<file path="config.mk">
export PLATFORM = sky130hd
export DESIGN_NAME = uart_avm_responder_flat
export DESIGN_NICKNAME = d
export VERILOG_FILES = /design/src/rtl/uart_avm_responder_if.sv /design/src/rtl/uart_avm_responder.sv /design/src/flat_wrapper.sv
export SDC_FILE = /design/constraint.sdc
export NUM_CORES = 1
export LEC_CHECK = 0
export CAP_MARGIN = 5
export CORE_UTILIZATION = 60
export CTS_BUF_LIST = sky130_fd_sc_hd__clkbuf_8
export DETAILED_ROUTE_END_ITERATION = 6
export DONT_BUFFER_PORTS = 1
export GPL_TIMING_DRIVEN = 0
export PLACE_DENSITY = 0.76
export SLEW_MARGIN = 5
export SYNTH_ARGS = -nofsm -noshare
export SYNTH_HDL_FRONTEND = slang
export SYNTH_SLANG_ARGS = --single-unit
</file>
<file path="constraint.sdc">
create_clock -name avm_clk -period 3.9 [get_ports avm_clk]
set_input_delay 0.39 -clock avm_clk [delete_from_list [all_inputs] [get_ports avm_clk]]
set_output_delay 0.39 -clock avm_clk [all_outputs]
set_load 0.005 [all_outputs]
</file>
<file path="src/rtl/uart_avm_responder_if.sv">
// Avalon-MM style bus between a master and the UART responder.
// The master drives requests; the responder returns readdata and waitrequest.
interface uart_avm_responder_if;
  logic [4:0]  avm_address;
  logic        avm_read;
  logic [31:0] avm_readdata;
  logic        avm_write;
  logic [31:0] avm_writedata;
  logic        avm_waitrequest;

  modport master (
    output avm_address, avm_read, avm_write, avm_writedata,
    input  avm_readdata, avm_waitrequest
  );

  modport slave (
    input  avm_address, avm_read, avm_write, avm_writedata,
    output avm_readdata, avm_waitrequest
  );
endinterface

</file>
<file path="src/rtl/uart_avm_responder.sv">
// Avalon-MM register responder bridging a host byte stream to RX/TX FIFOs.
// Each transfer: IDLE -> WAIT (WAIT_CYCLES) -> one-cycle ACK; side effects commit entering ACK.
module uart_avm_responder #(
  parameter int FIFO_DEPTH  = 8,
  parameter int WAIT_CYCLES = 1
) (
  input  logic                       avm_clk,
  input  logic                       avm_rst_n,
  uart_avm_responder_if.slave        avm,
  input  logic [7:0]                 host_rx_data,
  input  logic                       host_rx_valid,
  output logic                       host_rx_ready,
  output logic [7:0]                 host_tx_data,
  output logic                       host_tx_valid,
  input  logic                       host_tx_ready
);

  localparam int AW = $clog2(FIFO_DEPTH);
  localparam logic [4:0]  ADDR_RX     = 5'd0;
  localparam logic [4:0]  ADDR_TX     = 5'd4;
  localparam logic [4:0]  ADDR_STATUS = 5'd8;
  localparam logic [3:0]  WAIT_LOAD   = (WAIT_CYCLES > 0) ? 4'(WAIT_CYCLES - 1) : 4'd0;
  localparam logic [AW:0] DEPTH_C     = (AW + 1)'(FIFO_DEPTH);
  localparam logic [AW:0] CNT_ZERO    = (AW + 1)'(0);
  localparam logic [AW:0] CNT_ONE     = (AW + 1)'(1);
  localparam logic [AW-1:0] PTR_ZERO  = AW'(0);
  localparam logic [AW-1:0] PTR_ONE   = AW'(1);

  typedef enum logic [1:0] {
    ST_IDLE = 2'd0,
    ST_WAIT = 2'd1,
    ST_ACK  = 2'd2
  } state_t;

  state_t          state_r;
  logic [3:0]      wait_cnt_r;
  logic [4:0]      addr_r;
  logic            is_read_r;
  logic [31:0]     readdata_r;
  logic            waitreq_r;

  logic [7:0]      rx_mem_r [FIFO_DEPTH];
  logic [AW-1:0]   rx_wptr_r, rx_rptr_r;
  logic [AW:0]     rx_count_r;
  logic            rx_ready_r;
  logic [7:0]      tx_mem_r [FIFO_DEPTH];
  logic [AW-1:0]   tx_wptr_r, tx_rptr_r;
  logic [AW:0]     tx_count_r;
  logic            tx_valid_r;
  logic            tx_overflow_r;

  logic            req_s;
  logic            commit_s;
  logic [4:0]      c_addr_s;
  logic            c_read_s;
  logic            rx_empty_s, tx_full_s;
  logic            rx_push_s, rx_pop_s, tx_push_s, tx_pop_s;
  logic            tx_ovf_set_s, status_rd_s;
  logic [AW:0]     rx_count_next_s, tx_count_next_s;
  logic [31:0]     read_value_s;

  function automatic logic [31:0] status_word(input logic [AW:0] rx_cnt, input logic rx_ne,
                                              input logic tx_nf, input logic ovf);
    logic [7:0] occ;
    occ = 8'(rx_cnt);
    return {16'd0, occ, rx_ne, tx_nf, 5'd0, ovf};
  endfunction

  assign req_s        = avm.avm_read | avm.avm_write;
  assign rx_empty_s   = (rx_count_r == CNT_ZERO);
  assign tx_full_s    = (tx_count_r == DEPTH_C);
  assign rx_push_s    = host_rx_valid & rx_ready_r;
  assign rx_pop_s     = commit_s & c_read_s & (c_addr_s == ADDR_RX) & ~rx_empty_s;
  assign tx_push_s    = commit_s & ~c_read_s & (c_addr_s == ADDR_TX) & ~tx_full_s;
  assign tx_ovf_set_s = commit_s & ~c_read_s & (c_addr_s == ADDR_TX) & tx_full_s;
  assign status_rd_s  = commit_s & c_read_s & (c_addr_s == ADDR_STATUS);
  assign tx_pop_s     = tx_valid_r & host_tx_ready;

  assign avm.avm_readdata    = readdata_r;
  assign avm.avm_waitrequest = waitreq_r;
  assign host_rx_ready       = rx_ready_r;
  assign host_tx_valid       = tx_valid_r;
  assign host_tx_data        = tx_mem_r[tx_rptr_r];

  // Commit strobe for the edge that enters ACK, with the transfer it belongs to.
  always_comb begin
    commit_s = 1'b0;
    c_addr_s = addr_r;
    c_read_s = is_read_r;
    case (state_r)
      ST_IDLE: begin
        if (req_s && (WAIT_CYCLES == 0)) begin
          commit_s = 1'b1;
          c_addr_s = avm.avm_address;
          c_read_s = avm.avm_read;
        end else begin
          commit_s = 1'b0;
        end
      end
      ST_WAIT: begin
        if (wait_cnt_r == 4'd0) begin
          commit_s = 1'b1;
        end else begin
          commit_s = 1'b0;
        end
      end
      default: commit_s = 1'b0;
    endcase
  end

  // Read data selected by the committing address, sampled from pre-commit FIFO state.
  always_comb begin
    read_value_s = 32'd0;
    case (c_addr_s)
      ADDR_RX: begin
        if (rx_empty_s) begin
          read_value_s = 32'd0;
        end else begin
          read_value_s = {24'd0, rx_mem_r[rx_rptr_r]};
        end
      end
      ADDR_STATUS: read_value_s = status_word(rx_count_r, ~rx_empty_s, ~tx_full_s, tx_overflow_r);
      default:     read_value_s = 32'd0;
    endcase
  end

  // Next occupancy for both FIFOs; simultaneous push and pop cancel.
  always_comb begin
    rx_count_next_s = rx_count_r;
    tx_count_next_s = tx_count_r;
    case ({rx_push_s, rx_pop_s})
      2'b10:   rx_count_next_s = rx_count_r + CNT_ONE;
      2'b01:   rx_count_next_s = rx_count_r - CNT_ONE;
      default: rx_count_next_s = rx_count_r;
    endcase
    case ({tx_push_s, tx_pop_s})
      2'b10:   tx_count_next_s = tx_count_r + CNT_ONE;
      2'b01:   tx_count_next_s = tx_count_r - CNT_ONE;
      default: tx_count_next_s = tx_count_r;
    endcase
  end

  // Transfer FSM with registered waitrequest and readdata.
  always_ff @(posedge avm_clk or negedge avm_rst_n) begin
    if (!avm_rst_n) begin
      state_r    <= ST_IDLE;
      wait_cnt_r <= 4'd0;
      addr_r     <= 5'd0;
      is_read_r  <= 1'b0;
      readdata_r <= 32'd0;
      waitreq_r  <= 1'b1;
    end else begin
      case (state_r)
        ST_IDLE: begin
          waitreq_r <= 1'b1;
          if (req_s) begin
            addr_r    <= avm.avm_address;
            is_read_r <= avm.avm_read;
            if (WAIT_CYCLES == 0) begin
              state_r   <= ST_ACK;
              waitreq_r <= 1'b0;
            end else begin
              state_r    <= ST_WAIT;
              wait_cnt_r <= WAIT_LOAD;
            end
          end
        end
        ST_WAIT: begin
          if (wait_cnt_r == 4'd0) begin
            state_r   <= ST_ACK;
            waitreq_r <= 1'b0;
          end else begin
            wait_cnt_r <= wait_cnt_r - 4'd1;
            waitreq_r  <= 1'b1;
          end
        end
        ST_ACK: begin
          state_r   <= ST_IDLE;
          waitreq_r <= 1'b1;
        end
        default: begin
          state_r   <= ST_IDLE;
          waitreq_r <= 1'b1;
        end
      endcase
      if (commit_s && c_read_s) begin
        readdata_r <= read_value_s;
      end
    end
  end

  // FIFO pointers, occupancy, host handshake flags and sticky overflow.
  always_ff @(posedge avm_clk or negedge avm_rst_n) begin
    if (!avm_rst_n) begin
      rx_wptr_r     <= PTR_ZERO;
      rx_rptr_r     <= PTR_ZERO;
      rx_count_r    <= CNT_ZERO;
      rx_ready_r    <= 1'b1;
      tx_wptr_r     <= PTR_ZERO;
      tx_rptr_r     <= PTR_ZERO;
      tx_count_r    <= CNT_ZERO;
      tx_valid_r    <= 1'b0;
      tx_overflow_r <= 1'b0;
    end else begin
      if (rx_push_s) rx_wptr_r <= rx_wptr_r + PTR_ONE;
      if (rx_pop_s)  rx_rptr_r <= rx_rptr_r + PTR_ONE;
      if (tx_push_s) tx_wptr_r <= tx_wptr_r + PTR_ONE;
      if (tx_pop_s)  tx_rptr_r <= tx_rptr_r + PTR_ONE;
      rx_count_r <= rx_count_next_s;
      tx_count_r <= tx_count_next_s;
      rx_ready_r <= (rx_count_next_s != DEPTH_C);
      tx_valid_r <= (tx_count_next_s != CNT_ZERO);
      if (tx_ovf_set_s) begin
        tx_overflow_r <= 1'b1;
      end else if (status_rd_s) begin
        tx_overflow_r <= 1'b0;
      end
    end
  end

  // Storage arrays carry no reset; validity is tracked by the counters.
  always_ff @(posedge avm_clk) begin
    if (rx_push_s) rx_mem_r[rx_wptr_r] <= host_rx_data;
    if (tx_push_s) tx_mem_r[tx_wptr_r] <= avm.avm_writedata[7:0];
  end

endmodule

</file>
<file path="src/flat_wrapper.sv">
// flat-port wrapper written by rule: the top's interface ports become plain ports
module uart_avm_responder_flat 
#(
  parameter int FIFO_DEPTH  = 8,
  parameter int WAIT_CYCLES = 1
)
  (avm_clk, avm_rst_n, host_rx_data, host_rx_valid, host_rx_ready, host_tx_data, host_tx_valid, host_tx_ready, avm_avm_address, avm_avm_read, avm_avm_write, avm_avm_writedata, avm_avm_readdata, avm_avm_waitrequest);
  uart_avm_responder_if avm_i ();
  input  logic avm_clk;
  input  logic avm_rst_n;
  input  logic [7:0] host_rx_data;
  input  logic host_rx_valid;
  output logic host_rx_ready;
  output logic [7:0] host_tx_data;
  output logic host_tx_valid;
  input  logic host_tx_ready;
  input wire logic [$bits(avm_i.avm_address)-1:0] avm_avm_address;
  input wire logic [$bits(avm_i.avm_read)-1:0] avm_avm_read;
  input wire logic [$bits(avm_i.avm_write)-1:0] avm_avm_write;
  input wire logic [$bits(avm_i.avm_writedata)-1:0] avm_avm_writedata;
  output wire logic [$bits(avm_i.avm_readdata)-1:0] avm_avm_readdata;
  output wire logic [$bits(avm_i.avm_waitrequest)-1:0] avm_avm_waitrequest;
  assign avm_i.avm_address = avm_avm_address;
  assign avm_i.avm_read = avm_avm_read;
  assign avm_i.avm_write = avm_avm_write;
  assign avm_i.avm_writedata = avm_avm_writedata;
  assign avm_avm_readdata = avm_i.avm_readdata;
  assign avm_avm_waitrequest = avm_i.avm_waitrequest;
  uart_avm_responder #(.FIFO_DEPTH(FIFO_DEPTH), .WAIT_CYCLES(WAIT_CYCLES)) u_core (.avm_clk(avm_clk), .avm_rst_n(avm_rst_n), .avm(avm_i), .host_rx_data(host_rx_data), .host_rx_valid(host_rx_valid), .host_rx_ready(host_rx_ready), .host_tx_data(host_tx_data), .host_tx_valid(host_tx_valid), .host_tx_ready(host_tx_ready));
endmodule
</file>
---- Word level (Yosys, flattened, before mapping) ----
Memory sizes are Yosys's and may differ from the RTL's.
Index checks and enable logic that the tools add are counted.
operators by class
  add/subtract/negate cells ............... 9
  shifts and indexed selects .............. 0
  multipliers ............................. 0
  muxes and demuxes ....................... 20
  bitwise operators ....................... 14
  $lt $le $gt $ge ......................... 0
  reductions and logical operators ........ 11
  equal/unequal tests ..................... 12
  divide/modulo/power cells ............... 0
operators with widths
  cell                   count
  $pmux W12 S2           1
  $pmux W4 S2            3
  $add A3 B1 Y3 const B  4
  $sub A4 B1 Y4 const B  3
  $and A1 B1 Y1          10
  $mux W1                10
  $add A4 B1 Y4 const B  2
  $logic_not A4 Y1       2
  $mux W4                2
  $mux W8                1
  $eq A2 B1 Y1 const B   3
  $eq A5 B3 Y1 const B   1
  $eq A5 B4 Y1 const B   1
  $logic_not A5 Y1       1
  $eq A2 B2 Y1 const B   2
  $eq A4 B4 Y1 const B   1
  $mux W2                2
  $ne A2 B1 Y1 const B   2
  $ne A4 B4 Y1 const B   1
  $pmux W2 S2            1
  $reduce_and A2 Y1      2
  $reduce_bool A2 Y1     2
  $reduce_bool A4 Y1     1
  $not A1 Y1             3
  other kinds (5)        5
word-level totals
  bits in latches ......................... 0
  word-level logic and storage cells ...... 83
  bits in read-only memories .............. 0
  flip-flop bits (word level) ............. 68
  input port bits ......................... 51
  memories ................................ 2
  output and inout port bits .............. 43
  bits in writable memories ............... 128
memory list
  name             words  bits a word  read ports  clocked after memory_dff  write ports  line                      RTL
  u_core.rx_mem_r  8      8            1           0                         1            uart_avm_responder.sv:42  logic [7:0] rx_mem_r [FIFO_DEPTH];
  u_core.tx_mem_r  8      8            1           0                         1            uart_avm_responder.sv:46  logic [7:0] tx_mem_r [FIFO_DEPTH];

---- Longest topological paths before layout ----
  depth after elaboration ................. 9
  depth in mapped cells ................... 16
  depth with buffers taken out ............ 15

---- Worst setup path after synthesis ----
Ideal clock, no wire load.
  path kind ............................... flip-flop to flip-flop
  start point ............................. register u_core.wait_cnt_r[0]
  end point ............................... register u_core.tx_valid_r, in the netlist u_core.host_tx_valid
  arrival time ............................ 2970 ps
  path buffers ............................ 1
  clock period less this slack ............ 3108 ps
  setup time .............................. 139 ps
  data required time ...................... 3761 ps
  slack ................................... 792 ps
  stages on the path, launching flop included .. 17
  cell sequence ........................... dfrtp_1 inv_1 ha_1 nor3b_2 and2_1 buf_2 nand3_1 nor2_1 inv_2 ha_1 xor2_1 ha_1 a21oi_1 xnor2_1 nand2b_1 xnor2_1 or4_1
between the ends
  cells in the longest elaborated chain, start to end .. 9
  elaborated cells between the ends (all ways) .. 10
  those cells by class .................... eq/ne: 2; mux: 3; bitwise: 3; reduce/logical: 2
ends and longest elaborated chain
  what                                          line                       RTL
  start, declared                               uart_avm_responder.sv:36   logic [3:0] wait_cnt_r;
  start signal, assigned                        uart_avm_responder.sv:173  wait_cnt_r <= wait_cnt_r - 4'd1;
  $logic_not A4 Y1 *                            uart_avm_responder.sv:101  if (wait_cnt_r == 4'd0) begin
  $mux W1 *                                     uart_avm_responder.sv:101
  $mux W1 *                                     -
  $and A1 B1 Y1 * (3 in a row)                  uart_avm_responder.sv:74   assign tx_push_s = commit_s & ~c_read_s & (c_addr_s == ADDR_TX) & ~tx_full_s;
  $eq A2 B1 Y1 or $eq A2 B2 Y1 (tied branches)  uart_avm_responder.sv:136  case ({tx_push_s, tx_pop_s})
  $pmux W4 S2 *                                 uart_avm_responder.sv:136
  net u_core.tx_count_next_s[2]                 uart_avm_responder.sv:59   logic [AW:0] rx_count_next_s, tx_count_next_s;
  $reduce_bool A4 Y1 *                          uart_avm_responder.sv:212  tx_valid_r <= (tx_count_next_s != CNT_ZERO);
  end signal, assigned                          uart_avm_responder.sv:212
  end, declared                                 uart_avm_responder.sv:49   logic tx_valid_r;
The timed path passes the listed nets; every way through them passes the cells marked *.
A chain may end at the register's enable or synchronous reset.

---- Worst setup path in the final report ----
Same ends and word-level chain as after synthesis.

==> results.md <==
- Leakage: 2.90 nW
- DRT iter0 DRCs: 168
- Final net count: 544
- Setup TNS: 0 ns
- Fin. max-slew vios: 0
- # IOs: 94
- Status: complete, no violations
- Slack of the critical path: 0.367 ns
- Skew-Pair Late Insertion Delay: 0.45 ns
- Clock root buffer: clkbuf_8
- Worst setup path category: reg2reg
- Resize count post-CTS: 0
- Unrepaired setup endpoints after global routing: false
- Slew Limit Headroom: 0.391
- Max Clock Skew: 0.00849 ns
- Post-Route WL: 12,300 microns
- # H-tree levels: 4
- Tmin final: 3.53 ns
- Crit-path max FO: 6
- Core area: 12,000 sq um
- Synthesized area per cell: 16.9 sq um
- IO buf count: 0
- DRT antenna net count: 0
- Max Cap Viol: 0
- Initial antenna violation count: 0
- R2R cell count: 16
- DR pass1 iterations: 4
- Synth cell types: 53
- Clk sinks: 176
- FF-to-FF Start: u_core.wait_cnt_r[0]
- Fill cells: 805
- Setup crit start kind: flip-flop
- Post-DR vias/cell: 5.69
- Tcrit/Tclk final: 0.906
- Dpl hpwl: 8240 microns
- Crit-path leading delay family: simple AND/OR/NAND/NOR gates
- Share of cells above drive strength 1: 0.248
- Syn Inst Count: 435
- CP Cell Sequence: inv_1 -> ha_1 -> nor3b_2 -> and2_1 -> buf_2 -> nand3_1 -> nor2_1 -> inv_2 -> ha_1 -> xor2_1 -> ha_1 -> a21oi_1 -> xnor2_1 -> nand2b_1 -> xnor2_1 -> or4_1
- Yosys warning total: 0
- Final Non-Filler Cells: 643
- Max Fclk: 283 MHz
- CP most frequent cell: ha_1
- Power Density: 626 nW/um^2
- Antenna diode count: 0
- Syn-to-layout area delta: 10.5%
- Hold crit path type: in2reg
- Final Hold Vio Count: 0
- First-pass GRT wire length: 19,500 microns
- Core Util, Final: 0.677
- Worst hold endpoint: u_core.tx_mem_r[0][1]
- Worst-case vdd ir drop: 457 uV
- Crit-path slowest cell: or4_1
- R2r setup slk: 0.37 ns
- Clock slew at reported path FFs: 0.09 ns
- CP bufs+invs: 3
- #FFs+latches synth: 176
- Hold wc startpoint: avm_avm_writedata[1]
- Sequential element share of the synthesized area: 0.689
- Post-Place Cells: 603
- Die area: 12,700 sq um
- Rows: 40
- Asr flop ratio synth: 0.273
- Postcts setup bufs: 0
- Delay of the slowest critical-path stage: 0.53 ns
- TritonCTS Buffers: 17
- Die Height: 113 microns
- Clock Path Buffers: 2
- Reg2reg end: u_core.host_tx_valid
- Number of synthesized flops with an enable pin: 128
- Die W: 113 microns
- Top_reg_cell synth: edfxtp_1
- Cell area after synthesis: 7330 sq um
- Pre-CTS setup slack: 0.377 ns
- Total track usage: 0.214
- Critical path arrival: 3.86 ns
- Vias in the first global route: 3,730
- # DRC: 0
- CTS tree: yes
- Via count: 3,658
- Crit. End Element: flip-flop
- Starting Density: 0.613
- Worst hold path depth: 0
- Congestion Overflow GR: 0
- Critical path data required time: 4.22 ns
- Routed len/inst: 19.2 microns
- Tightest Pin Transition: 0.910 ns
- GPL Wtd Cong: 0.776
- Final setup viols: 0
- Largest net degree at the start of global routing: 49
==> through the flow <==
| step | hold slack [ns] | instance area (sq um) | total power (W) |
|---|---|---|---|
| 3_5_place_dp | 0.0953 | 7610 | 0.00389 |
| 3_3_place_gp | 0.0952 | 7590 | 0.00382 |
| 5_1_grt | 0.000258 | 8100 | 0.00534 |
| 4_1_cts | 0.00435 | 8040 | 0.00511 |
| 6_report | 0.0232 | 8100 | 0.00507 |
| 2_1_floorplan | 0.0944 | 7400 | 0.00358 |
==> worst reg2reg max path: stages, from the launching register on <==
cell      delay, ns
dfrtp_1        0.42
inv_1          0.07
ha_1           0.17
nor3b_2        0.23
and2_1         0.15
buf_2          0.16
nand3_1        0.11
nor2_1         0.27
inv_2          0.11
ha_1           0.26
xor2_1         0.16
ha_1           0.18
a21oi_1        0.17
xnor2_1        0.16
nand2b_1       0.09
xnor2_1        0.15
or4_1          0.53
==> cells in the mapped netlist (2+ instances only) <==
cell type	n	area, sq um
nor2_1	19	71.3
inv_1	8	30.0
o21ai_1	6	30.0
mux4_2	32	721
nor4_1	2	12.5
nor2b_1	3	18.8
inv_2	2	7.51
buf_4	23	173
edfxtp_1	128	3840
nor3b_1	2	15.0
or2_1	2	12.5
o31ai_1	2	15.0
mux2i_1	8	80.1
xor2_1	5	43.8
mux2_2	16	180
a22o_1	5	43.8
a21oi_1	3	15.0
nor3_1	8	40.0
nand2b_1	7	43.8
xnor2_1	13	114
ha_1	10	125
dfstp_2	2	52.6
nand4b_1	2	17.5
and2_1	2	12.5
nand3_1	3	15.0
nand2_1	36	135
clkbuf_1	8	30.0
a211oi_1	2	15.0
dfrtp_1	46	1150
buf_1	2	7.51
buf_2	6	30.0
==> per-layer routing <==
layer	GRT usage	up-vias	wire [microns]
li1	-	1701	-
met1	0.255	1852	5020
met2	0.376	91	6540
met3	0.0518	14	576
met4	0.0836	0	174
met5	0	-	0
==> logic make-up after synthesis <==
logic type / share of synthesized area
muxes: 0.136
buffers and inverters: 0.0386
and+or+nand+nor: 0.0626
AOI/OAI and AO/OA: 0.0353
DFF: 0.689
xor gates and xnor gates: 0.0215
adders and majority gates: 0.0171
other: 0.000512
==> flip-flops by register name (all words and copies together) (netlist names), 4 cells and up <==
signal / flops
u_core.addr_r: 5
u_core.avm.avm_readdata: 12
u_core.rx_count_r: 4
u_core.rx_mem_r: 64
u_core.tx_count_r: 4
u_core.tx_mem_r: 64
u_core.wait_cnt_r: 4
==> worst max path at each step <==
stage	start	end	cells after the start
2_1_floorplan	u_core.wait_cnt_r[0]	u_core.host_tx_valid	16
3_3_place_gp	u_core.wait_cnt_r[0]	u_core.host_tx_valid	16
3_5_place_dp	u_core.wait_cnt_r[0]	u_core.host_tx_valid	16
4_1_cts	u_core.wait_cnt_r[0]	u_core.host_tx_valid	16
5_1_grt	u_core.wait_cnt_r[0]	u_core.host_tx_valid	16
6_report	u_core.wait_cnt_r[0]	u_core.host_tx_valid	16
==> repair_timing <==
action	in CTS	in global routing
hold endpoints to repair	48	21
endpoints found under the setup margin	0	0
hold buffers	2	6
==> cell type report <==
type / instances / area (sq um) / area share
Tap cell: 147 / 184 / 0.0227
Multi-Input combinational cell: 228 / 2080 / 0.257
Inverter: 11 / 42.5 / 0.00525
Buffer: 39 / 240 / 0.0297
Clock inverter: 14 / 141 / 0.0175
Sequential cell: 176 / 5050 / 0.623
Timing Repair Buffer: 10 / 113 / 0.0139
Clock buffer: 18 / 248 / 0.0306
==> cells in the final DEF (no fill, tap or decap), types with 3 or more instances in the layout <==
master,netlist,routed
nand2_1,36,36
inv_1,8,11
mux4_2,32,32
xnor2_1,13,13
nand3_1,3,3
nor3_1,8,6
clkbuf_8,0,18
mux2_2,16,16
o21ai_1,6,6
mux2i_1,8,8
nand2b_1,7,7
clkinv_4,0,4
inv_6,0,3
nor2_1,19,19
dfrtp_1,46,46
a21oi_1,3,3
a22o_1,5,5
buf_4,23,25
ha_1,10,10
buf_2,6,6
edfxtp_1,128,128
dlygate4sd3_1,0,7
clkbuf_1,8,8
nor2b_1,3,3
conb_1,1,20
xor2_1,5,5
==> report_power, final <==
part	internal [W]	leakage (nW)	switching [W]	total (W)
clock network	0.000586	0.209	0.000635	0.00122
logic	0.000656	0.936	0.000665	0.00132
registers	0.00231	1.76	0.000214	0.00253
(Power assumes the default switching activity.)
==> RTL change 1 (same flow settings) <==
Encoding of `state_t`: now one-hot (3 bits for 3 states).
--- a/src/rtl/uart_avm_responder.sv
+++ b/src/rtl/uart_avm_responder.sv
@@ -26,10 +26,10 @@
   localparam logic [AW-1:0] PTR_ZERO  = AW'(0);
   localparam logic [AW-1:0] PTR_ONE   = AW'(1);
 
-  typedef enum logic [1:0] {
-    ST_IDLE = 2'd0,
-    ST_WAIT = 2'd1,
-    ST_ACK  = 2'd2
+  typedef enum logic [2:0] {
+    ST_IDLE = 3'b001,
+    ST_WAIT = 3'b010,
+    ST_ACK  = 3'b100
   } state_t;
 
   state_t          state_r;
Formal check against the unedited RTL: no difference found for any inputs over 4 cycles, from zero or initial values and one cycle with avm_rst_n low; so few cycles prove little.
==> RTL change 1 against the unedited design <==
Largest power group unchanged; the run now ends with design-rule violations left; global-route usage increased by 1.3 points; design area increased by 1.9%; sequential cell count increased by 1; hold slack improved by 53 ps; largest cell class unchanged; wire length increased by 5.4%; worst setup slack got worse by 70 ps; synthesized area decreased by 0.67%; cell count increased by 0.31%; critical path depth unchanged; core utilization increased by 3.4 points; power about the same.
==> RTL change 1: results (changes against the unedited design) <==
place_ws_ps: 169  # -209 ps
synthAdderAreaFrac: 0.0172  # +0.000114
synth_area_per_cell_um2: 17.3  # +2.4%
cp_max_fo: 5  # -1
power_per_cell_area_nw_per_um2: 613  # -2.0%
whs_endpoint: "u_core.c_read_s$_DFFE_PN0P_"
gp_congestion: 0.767  # -1.2%
p_leak_nw: 2.97  # +2.4%
synth_top_cell_area_share: 0.528  # +0.00351
setup_ws_ps: 297  # -69.8 ps
synth-xor-area-share: 0.0273  # +0.00581
place_area_um2: 7580  # -0.46%
synth_common_cells: "edfxtp_1, dfrtp_1, mux4_2"
muxShareOfSynthArea: 0.138  # +0.00194
violations: "design-rule violations"
drc_errors: 7  # +7
dr.pass1.iters: 7  # +3
ys_seq_area_frac: 0.697  # +0.00822
grt_pass1_vias: 3857  # +3.4%
max-slew-margin-rel: 0.338  # -0.0534
grt_pass1_wl_um: 20700  # +6.2%
dp.cells: 585  # -3.0%
drive_gt1_frac: 0.241  # -0.00695
swShare: 0.295  # -0.00353
min_path_cells: 1  # +1
regToRegSetupSlack_ps: 300  # -70 ps
stdcell_count: 645  # +0.31%
status: "complete, but fails checks"
synth_cell_types: 44  # -17%
worstPathRequired_ps: 4230  # about the same
ir_drop_mv: 0.371  # -19%
synthArstFlopShare: 0.277  # +0.00411
wire_per_inst_um: 20.1  # +5.1%
skew_ps: 12.1  # +3.61 ps
synth-compound-area-share: 0.0259  # -0.00939
grt_max_degree: 50  # +2.0%
fin_nets: 550  # +1.1%
grtUsageTotal: 0.227  # +0.0133
dp_hpwl_um: 8400  # +2.0%
fin_area_um2: 8260  # +1.9%
hold_path.startpoint: "avm_avm_read"
fillers: 727  # -9.7%
RTL change 1: changes by cell type after synthesis, moves of 3 or more:
| cell | delta |
|---|---|
| nand2b_1 | +4 |
| or3_1 | +3 |
| nand2_1 | -13 |
| nand3b_1 | +3 |
| o21ai_1 | -5 |
| buf_4 | -3 |
| o21ai_0 | +10 |
| nand3_1 | -3 |
| nor2_1 | -3 |
RTL change 1: repair_timing:
item,4_1_cts,5_1_grt
endpoints found under the setup margin,0,1
hold buffers,12,16
hold endpoints to repair,75,97
gates resized for setup,0,2
buffers inserted,0,0
RTL change 1: cell type report:
cell class,instances,share of cell area
flip-flops and latches,177,0.615
well taps,143,0.0217
repair buffers,29,0.0370
clock inverters,14,0.0153
clock buffers,18,0.0300
multi-input cells,221,0.252
inverters,8,0.00364
plain buffers,35,0.0256
RTL change 1: metal layers:
layer / global-route usage / vias up / wire length (µm)
li1: - / 1709 / -
met1: 0.288 / 1904 / 5570
met2: 0.371 / 99 / 6590
met3: 0.0734 / 19 / 560
met4: 0.0818 / 0 / 259
met5: 0 / - / 0
RTL change 1: worst reg2reg max path: cells and delay by family (launching register included):
family	cells	cell delay, ps
simple gates	6	1510
fa+ha+maj	3	600
xor+xnor	3	450
flops	1	420
buf+inv	3	340
compound gates	1	150
RTL change 1: cells by family (layout without fill, tap and decap cells):
| group | after synthesis | in the layout |
|---|---|---|
| DFF | 177 | 177 |
| and+or+nand+nor | 82 | 82 |
| muxes | 58 | 58 |
| buffers and inverters | 43 | 104 |
| AOI/OAI and AO/OA | 30 | 30 |
| xor gates and xnor gates | 21 | 21 |
| adders and majority gates | 10 | 10 |
| other | 1 | 20 |
==> RTL change 2 (same settings) <==
Made on the original files. `WAIT_CYCLES` is set to 1 in 2 places; all go to 0.
--- a/src/rtl/uart_avm_responder.sv
+++ b/src/rtl/uart_avm_responder.sv
@@ -2,7 +2,7 @@
 // Each transfer: IDLE -> WAIT (WAIT_CYCLES) -> one-cycle ACK; side effects commit entering ACK.
 module uart_avm_responder #(
   parameter int FIFO_DEPTH  = 8,
-  parameter int WAIT_CYCLES = 1
+  parameter int WAIT_CYCLES = 0
 ) (
   input  logic                       avm_clk,
   input  logic                       avm_rst_n,
--- a/src/flat_wrapper.sv
+++ b/src/flat_wrapper.sv
@@ -2,7 +2,7 @@
 module uart_avm_responder_flat 
 #(
   parameter int FIFO_DEPTH  = 8,
-  parameter int WAIT_CYCLES = 1
+  parameter int WAIT_CYCLES = 0
 )
   (avm_clk, avm_rst_n, host_rx_data, host_rx_valid, host_rx_ready, host_tx_data, host_tx_valid, host_tx_ready, avm_avm_address, avm_avm_read, avm_avm_write, avm_avm_writedata, avm_avm_readdata, avm_avm_waitrequest);
   uart_avm_responder_if avm_i ();
Formal check against the unedited RTL: not equivalent (a bounded check fails within 4 cycles, from zero or initial values and one cycle with avm_rst_n low).
==> RTL change 2 against the unedited design <==
Power fell by 1.9%; sequential cell count fell by 7; synthesized area fell by 4.6%; design area fell by 2.4%; wire length rose by 0.27%; worst setup slack improved by 330 ps; global-route usage rose by 1.1 points; critical endpoint unchanged.
==> RTL change 2: results (changes against the unedited design) <==
status: "finished clean"
muxShareOfSynthArea: 0.137  # +0.00107
wire_per_inst_um: 19.9  # +4.0%
grt_use_met1: 0.268  # +0.0123
multi_input_gates: 213  # -6.6%
r2r_cells: 13  # -3
cp_data_arrival_time_ps: 3530  # -330 ps
design.seq.count: 169  # -4.0%
cp-startpoint: "u_core.state_r[1]$_DFFE_PN0P_"
dp_hpwl_um: 7900  # -4.1%
whs_endpoint: "u_core.rx_mem_r[0][1]$_DFFE_PP_"
ir_drop_mv: 0.451  # -1.3%
p_leak_nw: 2.83  # -2.6%
fin_nets: 524  # -3.7%
whs_ps: 28.0  # +4.77 ps
use_met3: 0.0622  # +0.0104
clkbuf_count: 17  # -1
hold_path.startpoint: "host_rx_data[1]"
tightest_slew_ps: 926  # +16.1 ps
power_per_cell_area_nw_per_um2: 629  # +0.44%
buffer_area_frac: 0.0514  # +0.00786
synth-xor-area-share: 0.0188  # -0.00271
gp_congestion: 0.769  # -0.89%
buffers: 53  # +8.2%
drive_gt1_frac: 0.258  # +0.00988
clkCellAreaFrac: 0.0567  # +0.00860
synthAdderAreaFrac: 0.0161  # -0.000959
drt-met1-wl_um: 4940  # -1.6%
multi_input_area_share: 0.248  # -0.00881
synth_common_cells: "edfxtp_1, dfrtp_1, nand2_1"
grtUsageTotal: 0.225  # +0.0111
grt_pass1_vias: 3548  # -4.9%
regToRegSetupSlack_ps: 700  # +330 ps
dp.cells: 572  # -5.1%
synth_cell_types: 51  # -3.8%
fin_area_um2: 7910  # -2.4%
met3WireLength_um: 708  # +23%
use_met2: 0.380  # +0.00437
grt_pass1_wl_um: 18700  # -3.9%
synth.area.top_cells: "edfxtp_1, dfrtp_1, mux4_2"
place_ws_ps: 586  # +208 ps
drtIter0Drc: 208  # +24%
[RTL change 2: cell families after synthesis]
group / count (synthesis)
buffers and inverters: 46
and+or+nand+nor: 86
other: 1
xor gates and xnor gates: 15
muxes: 54
adders and majority gates: 9
AOI/OAI and AO/OA: 29
DFF: 169
[RTL change 2: worst max path at each step]
stage | end | slack [ps] | cells after the start
after detailed placement | u_core.host_tx_valid$_DFF_PN0_ | 590 | 13
after global routing | u_core.host_tx_valid$_DFF_PN0_ | 420 | 13
after CTS | u_core.host_tx_valid$_DFF_PN0_ | 670 | 13
final | u_core.host_tx_valid$_DFF_PN0_ | 700 | 13
after floorplan | u_core.host_tx_valid$_DFF_PN0_ | 990 | 13
after global placement | u_core.tx_mem_r[4][5]$_DFFE_PP_ | 650 | 7
[RTL change 2: timing repair]
action / in CTS / in global routing
resized for setup: 0 / 0
hold endpoints to repair: 41 / 56
hold buffers: 2 / 14
